$ cat src/rtl/rr_hold_arbiter_if.sv
// Request/grant bundle between N requesters and rr_hold_arbiter.
//   REQ       : level-sensitive request vector, one bit per requester
//   GNT       : one-hot grant vector (zero when idle), registered
//   GNT_ID    : index of the granted requester, 0 when idle
//   GNT_VALID : high whenever GNT is non-zero
// modport master : requester side (drives REQ)
// modport slave  : arbiter side (drives GNT, GNT_ID, GNT_VALID)
interface rr_hold_arbiter_if #(
  parameter int N = 4
);
  localparam int IDW = (N > 1) ? $clog2(N) : 1;

  logic [N-1:0]   REQ;
  logic [N-1:0]   GNT;
  logic [IDW-1:0] GNT_ID;
  logic           GNT_VALID;

  modport master (
    output REQ,
    input  GNT,
    input  GNT_ID,
    input  GNT_VALID
  );

  modport slave (
    input  REQ,
    output GNT,
    output GNT_ID,
    output GNT_VALID
  );
endinterface

$ cat src/rtl/rr_hold_arbiter.sv
// Round-robin arbiter with bounded grant hold.
// A granted requester keeps the resource while its REQ stays high; once it
// has held for MAX_HOLD cycles and another requester is waiting, the grant
// rotates. All outputs are registered (one clock from REQ sample to GNT).
// Ports:
//   clk : rising-edge clock
//   rst : synchronous reset, active-high
//   bus : rr_hold_arbiter_if.slave (REQ in; GNT, GNT_ID, GNT_VALID out)
module rr_hold_arbiter #(
  parameter int N        = 4,
  parameter int MAX_HOLD = 8
) (
  input  logic               clk,
  input  logic               rst,
  rr_hold_arbiter_if.slave   bus
);

  localparam int IDW = (N > 1) ? $clog2(N) : 1;
  localparam int HCW = $clog2(MAX_HOLD + 1);
  localparam logic [HCW-1:0] HOLD_MAX = HCW'(MAX_HOLD);

  logic [N-1:0]   gnt_q,       gnt_d;
  logic [IDW-1:0] gnt_id_q,    gnt_id_d;
  logic           gnt_valid_q, gnt_valid_d;
  logic [IDW-1:0] ptr_q,       ptr_d;
  logic [HCW-1:0] hold_q,      hold_d;

  logic [N-1:0]   others;
  logic           own_req;
  logic           grant_en;
  logic [N-1:0]   cand;
  logic [IDW-1:0] win;

  // (i + 1) mod N without a divider; correct for non-power-of-two N.
  function automatic logic [IDW-1:0] wrap_inc(input logic [IDW-1:0] i);
    if (int'(i) == N - 1) return '0;
    else                  return i + 1'b1;
  endfunction

  // First set bit of vec scanning start, start+1, ... modulo N.
  function automatic logic [IDW-1:0] rr_search(input logic [N-1:0]   vec,
                                               input logic [IDW-1:0] start);
    logic [IDW-1:0] idx;
    logic [IDW-1:0] res;
    logic           found;
    idx   = start;
    res   = '0;
    found = 1'b0;
    for (int unsigned k = 0; k < N; k++) begin
      if (vec[idx] && !found) begin
        found = 1'b1;
        res   = idx;
      end
      idx = wrap_inc(idx);
    end
    return res;
  endfunction

  // The owner is encoded by gnt_q, so masking with it clears the owner's bit.
  assign others  = bus.REQ & ~gnt_q;
  assign own_req = |(bus.REQ & gnt_q);

  // IDLE/GRANTED is carried by gnt_valid_q. While granted, ptr_q always
  // equals owner+1, so every search can start at ptr_q; this also gives the
  // releasing owner the lowest priority in the same-edge handover.
  always_comb begin
    gnt_d       = gnt_q;
    gnt_id_d    = gnt_id_q;
    gnt_valid_d = gnt_valid_q;
    ptr_d       = ptr_q;
    hold_d      = hold_q;
    grant_en    = 1'b0;
    cand        = '0;

    if (!gnt_valid_q) begin
      if (|bus.REQ) begin
        grant_en = 1'b1;
        cand     = bus.REQ;
      end
    end else if (!own_req) begin
      if (|others) begin
        grant_en = 1'b1;
        cand     = others;
      end else begin
        gnt_d       = '0;
        gnt_id_d    = '0;
        gnt_valid_d = 1'b0;
        ptr_d       = wrap_inc(gnt_id_q);
        hold_d      = '0;
      end
    end else if ((hold_q == HOLD_MAX) && (|others)) begin
      grant_en = 1'b1;
      cand     = others;
    end else if (hold_q != HOLD_MAX) begin
      hold_d = hold_q + 1'b1;
    end

    win = rr_search(cand, ptr_q);
    if (grant_en) begin
      gnt_d       = '0;
      gnt_d[win]  = 1'b1;
      gnt_id_d    = win;
      gnt_valid_d = 1'b1;
      ptr_d       = wrap_inc(win);
      hold_d      = HCW'(1);
    end
  end

  always_ff @(posedge clk) begin
    if (rst) begin
      gnt_q       <= '0;
      gnt_id_q    <= '0;
      gnt_valid_q <= 1'b0;
      ptr_q       <= '0;
      hold_q      <= '0;
    end else begin
      gnt_q       <= gnt_d;
      gnt_id_q    <= gnt_id_d;
      gnt_valid_q <= gnt_valid_d;
      ptr_q       <= ptr_d;
      hold_q      <= hold_d;
    end
  end

  assign bus.GNT       = gnt_q;
  assign bus.GNT_ID    = gnt_id_q;
  assign bus.GNT_VALID = gnt_valid_q;

endmodule

$ cat src/flat_wrapper.sv
// flat-port wrapper written by rule: the top's interface ports become plain ports
module rr_hold_arbiter_flat 
#(
  parameter int N        = 4,
  parameter int MAX_HOLD = 8
)
  (clk, rst, bus_REQ, bus_GNT, bus_GNT_ID, bus_GNT_VALID);
  rr_hold_arbiter_if #(.N(N)) bus_i ();
  input  logic clk;
  input  logic rst;
  input wire logic [$bits(bus_i.REQ)-1:0] bus_REQ;
  output wire logic [$bits(bus_i.GNT)-1:0] bus_GNT;
  output wire logic [$bits(bus_i.GNT_ID)-1:0] bus_GNT_ID;
  output wire logic [$bits(bus_i.GNT_VALID)-1:0] bus_GNT_VALID;
  assign bus_i.REQ = bus_REQ;
  assign bus_GNT = bus_i.GNT;
  assign bus_GNT_ID = bus_i.GNT_ID;
  assign bus_GNT_VALID = bus_i.GNT_VALID;
  rr_hold_arbiter #(.N(N), .MAX_HOLD(MAX_HOLD)) u_core (.clk(clk), .rst(rst), .bus(bus_i));
endmodule
$ cat config.mk
export PLATFORM = sky130hd
export DESIGN_NAME = rr_hold_arbiter_flat
export DESIGN_NICKNAME = d
export VERILOG_FILES = /design/src/rtl/rr_hold_arbiter_if.sv /design/src/rtl/rr_hold_arbiter.sv /design/src/flat_wrapper.sv
export SDC_FILE = /design/constraint.sdc
export NUM_CORES = 1
export LEC_CHECK = 0
export CAP_MARGIN = 20
export CORE_MARGIN = 2
export CORE_UTILIZATION = 40
export DETAILED_ROUTE_END_ITERATION = 6
export GPL_TIMING_DRIVEN = 1
export PLACE_DENSITY = 0.69
export SLEW_MARGIN = 5
export SYNTH_ARGS = -nofsm -noshare
export SYNTH_HDL_FRONTEND = slang
export SYNTH_SLANG_ARGS = --single-unit
$ cat constraint.sdc
create_clock -name clk -period 2.6 [get_ports clk]
set_input_delay 0.65 -clock clk [delete_from_list [all_inputs] [get_ports clk]]
set_output_delay 0.65 -clock clk [all_outputs]
set_load 0.03 [all_outputs]
# Word level (Yosys, flattened, before mapping)

Cells that the tools add are included.

Output and inout port bits: 7
Input port bits: 6
Flip-flop bits (word level): 13

Multiplexer cells: 52
$lt $le $gt $ge: 6
$add $sub $neg: 6
Bitwise operators: 3
Reductions and logical operators: 16
Equal/unequal tests: 15

Operators by type and width:

| cell                  | number |
|---|---|
| $mux W4               | 12 |
| $mux W2               | 17 |
| $mux W1               | 18 |
| $lt A2 B3 Y1 const B  | 5 |
| $reduce_or A4 Y1      | 3 |
| $add A2 B1 Y2 const B | 5 |
| $eq A2 B1 Y1 const B  | 5 |
| $and A4 B4 Y4         | 2 |
| $bmux W1 S2           | 4 |
| $reduce_and A4 Y1     | 2 |
| $ne A2 B2 Y1 const B  | 3 |
| $ne A3 B3 Y1 const B  | 2 |
| $logic_and A1 B1 Y1   | 5 |
| $add A4 B1 Y4 const B | 1 |
| $eq A4 B4 Y1 const B  | 1 |
| $ne A2 B1 Y1 const B  | 2 |
| $ne A4 B4 Y1 const B  | 1 |
| $not A4 Y4            | 1 |
| $logic_not A1 Y1      | 3 |
| $ne A3 B1 Y1 const B  | 1 |
| $reduce_and A3 Y1     | 1 |
| $demux W1 S2          | 1 |
| $ge A2 B1 Y1 const B  | 1 |
| $reduce_bool A2 Y1    | 1 |
| $reduce_or A2 Y1      | 1 |

# Logic depth before layout (Yosys ltp)

Depth after elaboration: 24
Depth in mapped cells: 14
Mapped depth without buffers: 13

# Worst setup path after synthesis

OpenSTA, ideal clock, no wires.

Path kind: in2reg
From: in bus_REQ[1]
To: reg u_core.ptr_q[1]
Library setup time: 0.086 ns
Arrival time: 2.721 ns
Stages: 12
Slack: -0.207 ns
Buffers on the path: 1
Cell sequence: a22oi_2 > a211o_4 > and3_1 > buf_6 > inv_2 > mux4_2 > o311ai_0 > a22o_2 > inv_1 > ha_1 > mux2i_1 > a211oi_1

Word-level cells in the longest chain between the ends: 21
Elaborated cells between the ends (all ways): 45

Ends and longest elaborated chain:

| what                                                 | RTL line                                     | text |
|---|---|---|
| start, declared                                      | flat_wrapper.sv:11                           | `input wire logic [$bits(bus_i.REQ)-1:0] bus_REQ;` |
| $and A4 B4 Y4                                        | rr_hold_arbiter.sv:60                        | `assign others = bus.REQ & ~gnt_q;` |
| $reduce_or A4 Y1                                     | rr_hold_arbiter.sv:81, rr_hold_arbiter.sv:91 |  |
| $logic_and A1 B1 Y1                                  | rr_hold_arbiter.sv:91                        | `end else if ((hold_q == HOLD_MAX) && (\|others)) begin` |
| $mux W4                                              | rr_hold_arbiter.sv:91                        |  |
| $mux W4                                              | rr_hold_arbiter.sv:80                        | `end else if (!own_req) begin` |
| $mux W4                                              | rr_hold_arbiter.sv:75                        | `if (!gnt_valid_q) begin` |
| $bmux W1 S2                                          | rr_hold_arbiter.sv:50                        | `if (vec[idx] && !found) begin` |
| $mux W1 (not written as such)                        | rr_hold_arbiter.sv:50                        |  |
| [... 5 more ...]                                     | -                                            |  |
| $logic_and A1 B1 Y1                                  | rr_hold_arbiter.sv:50                        |  |
| $mux W1                                              | rr_hold_arbiter.sv:50                        |  |
| $logic_not A1 Y1                                     | rr_hold_arbiter.sv:50                        |  |
| $logic_and A1 B1 Y1                                  | rr_hold_arbiter.sv:50                        |  |
| $mux W2                                              | rr_hold_arbiter.sv:50                        |  |
| $add A2 B1 Y2 / $eq A2 B1 Y1 (equally long branches) | rr_hold_arbiter.sv:37, rr_hold_arbiter.sv:36 |  |
| $mux W2                                              | rr_hold_arbiter.sv:36                        | `if (int'(i) == N - 1) return '0;` |
| $mux W2                                              | rr_hold_arbiter.sv:99                        | `if (grant_en) begin` |
| end signal, assigned                                 | rr_hold_arbiter.sv:120                       | `ptr_q <= ptr_d;` |
| end, declared                                        | rr_hold_arbiter.sv:25                        | `logic [IDW-1:0] ptr_q, ptr_d;` |

Parallel ways exist; a longest one is shown, timed or not. The select of a mux whose other input is x is not followed.
A chain may end at the register's enable or synchronous reset.

# Worst setup path after layout

From: reg u_core.hold_q[0]
To: reg u_core.ptr_q[1]

Word-level cells in the longest chain between the ends: 20
Elaborated cells between the ends (all ways): 37

Ends and longest elaborated chain:

| what                                                 | RTL line                                     | text |
|---|---|---|
| start, declared                                      | rr_hold_arbiter.sv:26                        | `logic [HCW-1:0] hold_q, hold_d;` |
| start signal, assigned                               | rr_hold_arbiter.sv:121                       | `hold_q <= hold_d;` |
| $eq A4 B4 Y1 (*)                                     | rr_hold_arbiter.sv:91                        |  |
| $logic_and A1 B1 Y1 (*)                              | rr_hold_arbiter.sv:91                        |  |
| $mux W4                                              | rr_hold_arbiter.sv:91                        |  |
| $mux W4                                              | rr_hold_arbiter.sv:80                        |  |
| $mux W4                                              | rr_hold_arbiter.sv:75                        |  |
| $bmux W1 S2                                          | rr_hold_arbiter.sv:50                        |  |
| $mux W1 (not written as such)                        | rr_hold_arbiter.sv:50                        |  |
| $mux W1                                              | rr_hold_arbiter.sv:50                        |  |
| [... 4 more ...]                                     | -                                            |  |
| $logic_and A1 B1 Y1                                  | rr_hold_arbiter.sv:50                        |  |
| $mux W1                                              | rr_hold_arbiter.sv:50                        |  |
| $logic_not A1 Y1                                     | rr_hold_arbiter.sv:50                        |  |
| $logic_and A1 B1 Y1                                  | rr_hold_arbiter.sv:50                        |  |
| $mux W2                                              | rr_hold_arbiter.sv:50                        |  |
| $add A2 B1 Y2 / $eq A2 B1 Y1 (equally long branches) | rr_hold_arbiter.sv:37, rr_hold_arbiter.sv:36 |  |
| $mux W2                                              | rr_hold_arbiter.sv:36                        |  |
| $mux W2                                              | rr_hold_arbiter.sv:99                        |  |

Mark *: on every way between the ends. The rest lies on a longest branch, timed or not. The select of a mux whose other input is x is not followed.

==> results.ini <==
[detailed_routing]
post-route-drc-count = 0
dr_total_vias = 1127
totalWireLength_um = 3040
ant_nets = 0
dr.pass1.iters = 4
drt-wirelength-per-cell_um = 15.0
detailedRoute.firstIterationViolations = 36
detail_route.vias_per_cell = 5.55

[final_layout]
post-route-cell-area_sq_mm = 0.00156
fin_util_pct = 62.9
layout-area-overhead-vs-synth_pct = 48.6
layoutNonFillerInstCount = 203
count_of_nets_after_finishing = 188
final_layout_size_suffix_gt1_share_pct = 42.8
antennaDiodeCount = 0

[clocking]
clock_sink_count = 13
clk_root_buffer_cell = sky130_fd_sc_hd__clkbuf_4
clk_latency_ns = 0.28
cts-htree-levels = 1
cts_inserted_buffers = 3
cts_tree = built
cts_buffer_depth = 2
worst_setup_hold_path_clk_slew_ns = 0.09

[logic_synthesis]
synth_cells = 127
post_synthesis_sequential_element_count = 13
yosysTopAreaCell = sky130_fd_sc_hd__dfxtp_1
synthesis.yosys.warnings = 0
yosysUniqueCellTypes = 47
async_reset_ff_share_pct = 0
synth.cell_area_sq_mm = 0.00105
netlist_top_cells_area = sky130_fd_sc_hd__dfxtp_1, sky130_fd_sc_hd__ha_1, sky130_fd_sc_hd__nand2_1, sky130_fd_sc_hd__a21oi_1, sky130_fd_sc_hd__nand2b_1
synth-main-ff-cell = sky130_fd_sc_hd__dfxtp_1
mean_area_per_synthesized_cell_sq_um = 8.26
synth.net_count = 141
edff_count_synth = 0
synth_top_area_share_pct = 24.8
synthMostInstantiatedCell = sky130_fd_sc_hd__nand2_1
synth_cell_count_leaders = sky130_fd_sc_hd__nand2_1, sky130_fd_sc_hd__dfxtp_1, sky130_fd_sc_hd__a21oi_1, sky130_fd_sc_hd__ha_1
synth.yosys.seq_area_share_pct = 24.8

[status]
failed_checks = negative setup slack
outcome = complete, but fails checks

[sta]
final-hold-violation-count = 0
max_slew_margin_pct = 52.2
timing.final.setup_violations = 1
tns_ns = -0.0264
min_period_over_period_pct = 101
timing_max_transition_violations_final = 0
period_needed_ns = 2.63
grt_setup_unrepaired = true
worstMarginPinSlew_ns = 0.717
final_setup_slack_of_the_worst_path_ns = -0.0264
max_clock_freq_mhz = 381
final.setup_skew_ns = 0.00861

[grt]
grt_pass1_wl_um = 5330
grt-ovfl-total = 0
grt_use_total_pct = 21.5
antenna_found_initial = 0
grt_pass1_vias = 1132
grt_start_max_net_pins = 15

[power]
design_power_total_mw = 1.88
sequentialPowerShare_pct = 15.6
netSwitchingPower_mw = 0.836
switching_power_as_a_share_of_total_power_pct = 44.5
internal_power_mw = 1.04
comb_power_share_pct = 77.6
cellLeakagePower_nw = 0.665
power.clock.fraction_pct = 6.8
powerDensity_mw_per_mm2 = 1210
peak_supply_drop_uv = 726

[setup_path]
timing.critical_path.arrival_ns = 2.76
worst_setup_slack_for_register_to_register_paths_ns = -0.03
cp_num_cells = 13
timing.critical_path.buf_inv = 2
reg2reg_launch_point = u_core.hold_q[0]$_SDFFE_PP0P_
cp_slowest_cell = sky130_fd_sc_hd__dfxtp_2
critical_path_start = u_core.hold_q[0]$_SDFFE_PP0P_
r2r.worst_path.cells = 13
crit_top_cell = sky130_fd_sc_hd__ha_4
critPathMaxFanout = 6
crit_path_end = u_core.ptr_q[1]$_SDFFE_PP0P_
critPathCaptureType = flop
crit_path_max_incr_delay_ns = 0.34
worstSetupStartpointType = flop
worstReg2RegEnd = u_core.ptr_q[1]$_SDFFE_PP0P_
timing.setup.critical_path_class = reg -> reg
list_of_cells_traversed_by_the_critical_path = inv_2 > ha_4 > and3b_2 > a211o_4 > buf_4 > and2_4 > nor3_2 > a311oi_2 > o211ai_1 > o221a_4 > ha_4 > mux2i_1 > a211oi_1
required_time_reported_for_the_critical_path_endpoint_ns = 2.73
critical-path-top-delay-family = compound AO/OA/AOI/OAI gates

[floorplan]
initial_core_util_pct = 42.3
cell_rows = 18
floorplan.die.height_um = 55.2
core_region_area_sq_mm = 0.00248
die_area_sq_mm = 0.00305
boundaryPins = 13
die_width_um = 55.2

[job]
maxCapViolCount = 0

[hold_path]
min_path_cells = 2
hold_path.startpoint = u_core.bus.GNT_ID[1]$_SDFFE_PP0P_
hold_path_class = reg -> reg

[place]
place_hpwl_um = 2140
placed_area_sq_mm = 0.00142
routabilityCongestion = 1.02
dp.cells = 193
io_buffer_count = 12

==> power groups by stage <==
stage	Sequential [mW]	Combinational, mW	Clock, mW
floorplan	0.386	0.719	0
global placement	0.294	1.25	0
detailed placement	0.297	1.28	0
CTS	0.292	1.40	0.129
global route	0.298	1.60	0.144
finish	0.293	1.46	0.128
==> tightest hold or removal path: stages, from the launching register on <==
cell and delay, ns:
sky130_fd_sc_hd__dfxtp_1 0.33, sky130_fd_sc_hd__nand2_1 0.06, sky130_fd_sc_hd__a21oi_1 0.06
==> worst min path at each step <==
stage | end | slack, ns
6_report | u_core.bus.GNT_ID[1]$_SDFFE_PP0P_ | 0.50
5_1_grt | u_core.bus.GNT_ID[1]$_SDFFE_PP0P_ | 0.52
4_1_cts | u_core.bus.GNT_ID[1]$_SDFFE_PP0P_ | 0.51
3_5_place_dp | u_core.bus.GNT_ID[1]$_SDFFE_PP0P_ | 0.49
3_3_place_gp | u_core.bus.GNT_ID[1]$_SDFFE_PP0P_ | 0.47
2_1_floorplan | u_core.hold_q[1]$_SDFFE_PP0P_ | 0.48
==> kinds of logic (layout without fill, tap and decap cells) <==
kind of cell / count (synthesis) / after routing / synth area share, %
flops: 13 / 13 / 24.8
mux: 5 / 5 / 6.09
simple gates: 49 / 49 / 23.9
buf+inv: 13 / 59 / 5.85
compound gates: 37 / 37 / 28.2
xor+xnor: 2 / 2 / 1.67
fa+ha+maj: 8 / 8 / 9.55
==> layout by cell type (no fill, tap or decap), types with 2 or more instances in the layout <==
master	n
sky130_fd_sc_hd__a211oi_1	3
sky130_fd_sc_hd__a21oi_1	9
sky130_fd_sc_hd__a221oi_1	2
sky130_fd_sc_hd__a22oi_1	2
sky130_fd_sc_hd__a22oi_2	2
sky130_fd_sc_hd__buf_2	2
sky130_fd_sc_hd__buf_4	33
sky130_fd_sc_hd__buf_6	3
sky130_fd_sc_hd__clkbuf_4	3
sky130_fd_sc_hd__clkdlybuf4s50_1	8
sky130_fd_sc_hd__dfxtp_1	11
sky130_fd_sc_hd__dfxtp_2	2
sky130_fd_sc_hd__ha_1	6
sky130_fd_sc_hd__ha_4	2
sky130_fd_sc_hd__inv_1	3
sky130_fd_sc_hd__inv_2	5
sky130_fd_sc_hd__mux2i_1	3
sky130_fd_sc_hd__nand2_1	15
sky130_fd_sc_hd__nand2b_1	6
sky130_fd_sc_hd__nand3_1	6
sky130_fd_sc_hd__nand4_1	2
sky130_fd_sc_hd__nor2_1	4
sky130_fd_sc_hd__nor3_1	3
sky130_fd_sc_hd__nor3_2	2
sky130_fd_sc_hd__o21ai_1	3
sky130_fd_sc_hd__xor2_1	2
==> cell type report <==
| cell class | count | area (sq um) |
|---|---|---|
| fill | 217 | 920 |
| multi-input combinational | 101 | 810 |
| timing repair buffer | 47 | 392 |
| sequential | 13 | 263 |
| tap | 30 | 37.5 |
| inverter | 8 | 30.0 |
| clock buffer | 4 | 26.3 |
==> metal layers <==
metal	track usage (%)	share of wire [%]	vias to the layer above
met5	0	0	-
met4	6.27	1.8	0
met3	2.81	2.7	6
met2	35.5	46	26
met1	29.3	49	540
li1	-	-	555
==> per-stage QoR <==
step	setup WS [ns]	hold WS, ns
floorplan	-0.115	0.483
global placement	-0.538	0.466
detailed placement	-0.600	0.491
CTS	0.00537	0.506
global route	-0.146	0.516
finish	-0.0264	0.496
==> registers in the layout (all words and copies together) (netlist names) <==
signal / flops
u_core.bus.GNT: 4
u_core.bus.GNT_ID: 2
u_core.bus.GNT_VALID: 1
u_core.ptr_q: 2
u_core.hold_q: 4
==> timing repair <==
action	in CTS	in global routing
pin swaps	8	9
resized for setup	34	4
setup endpoints to repair	8	5
setup buffers	5	1
hold buffers	0	0
Note: power is estimated with default switching activity, not from simulation.
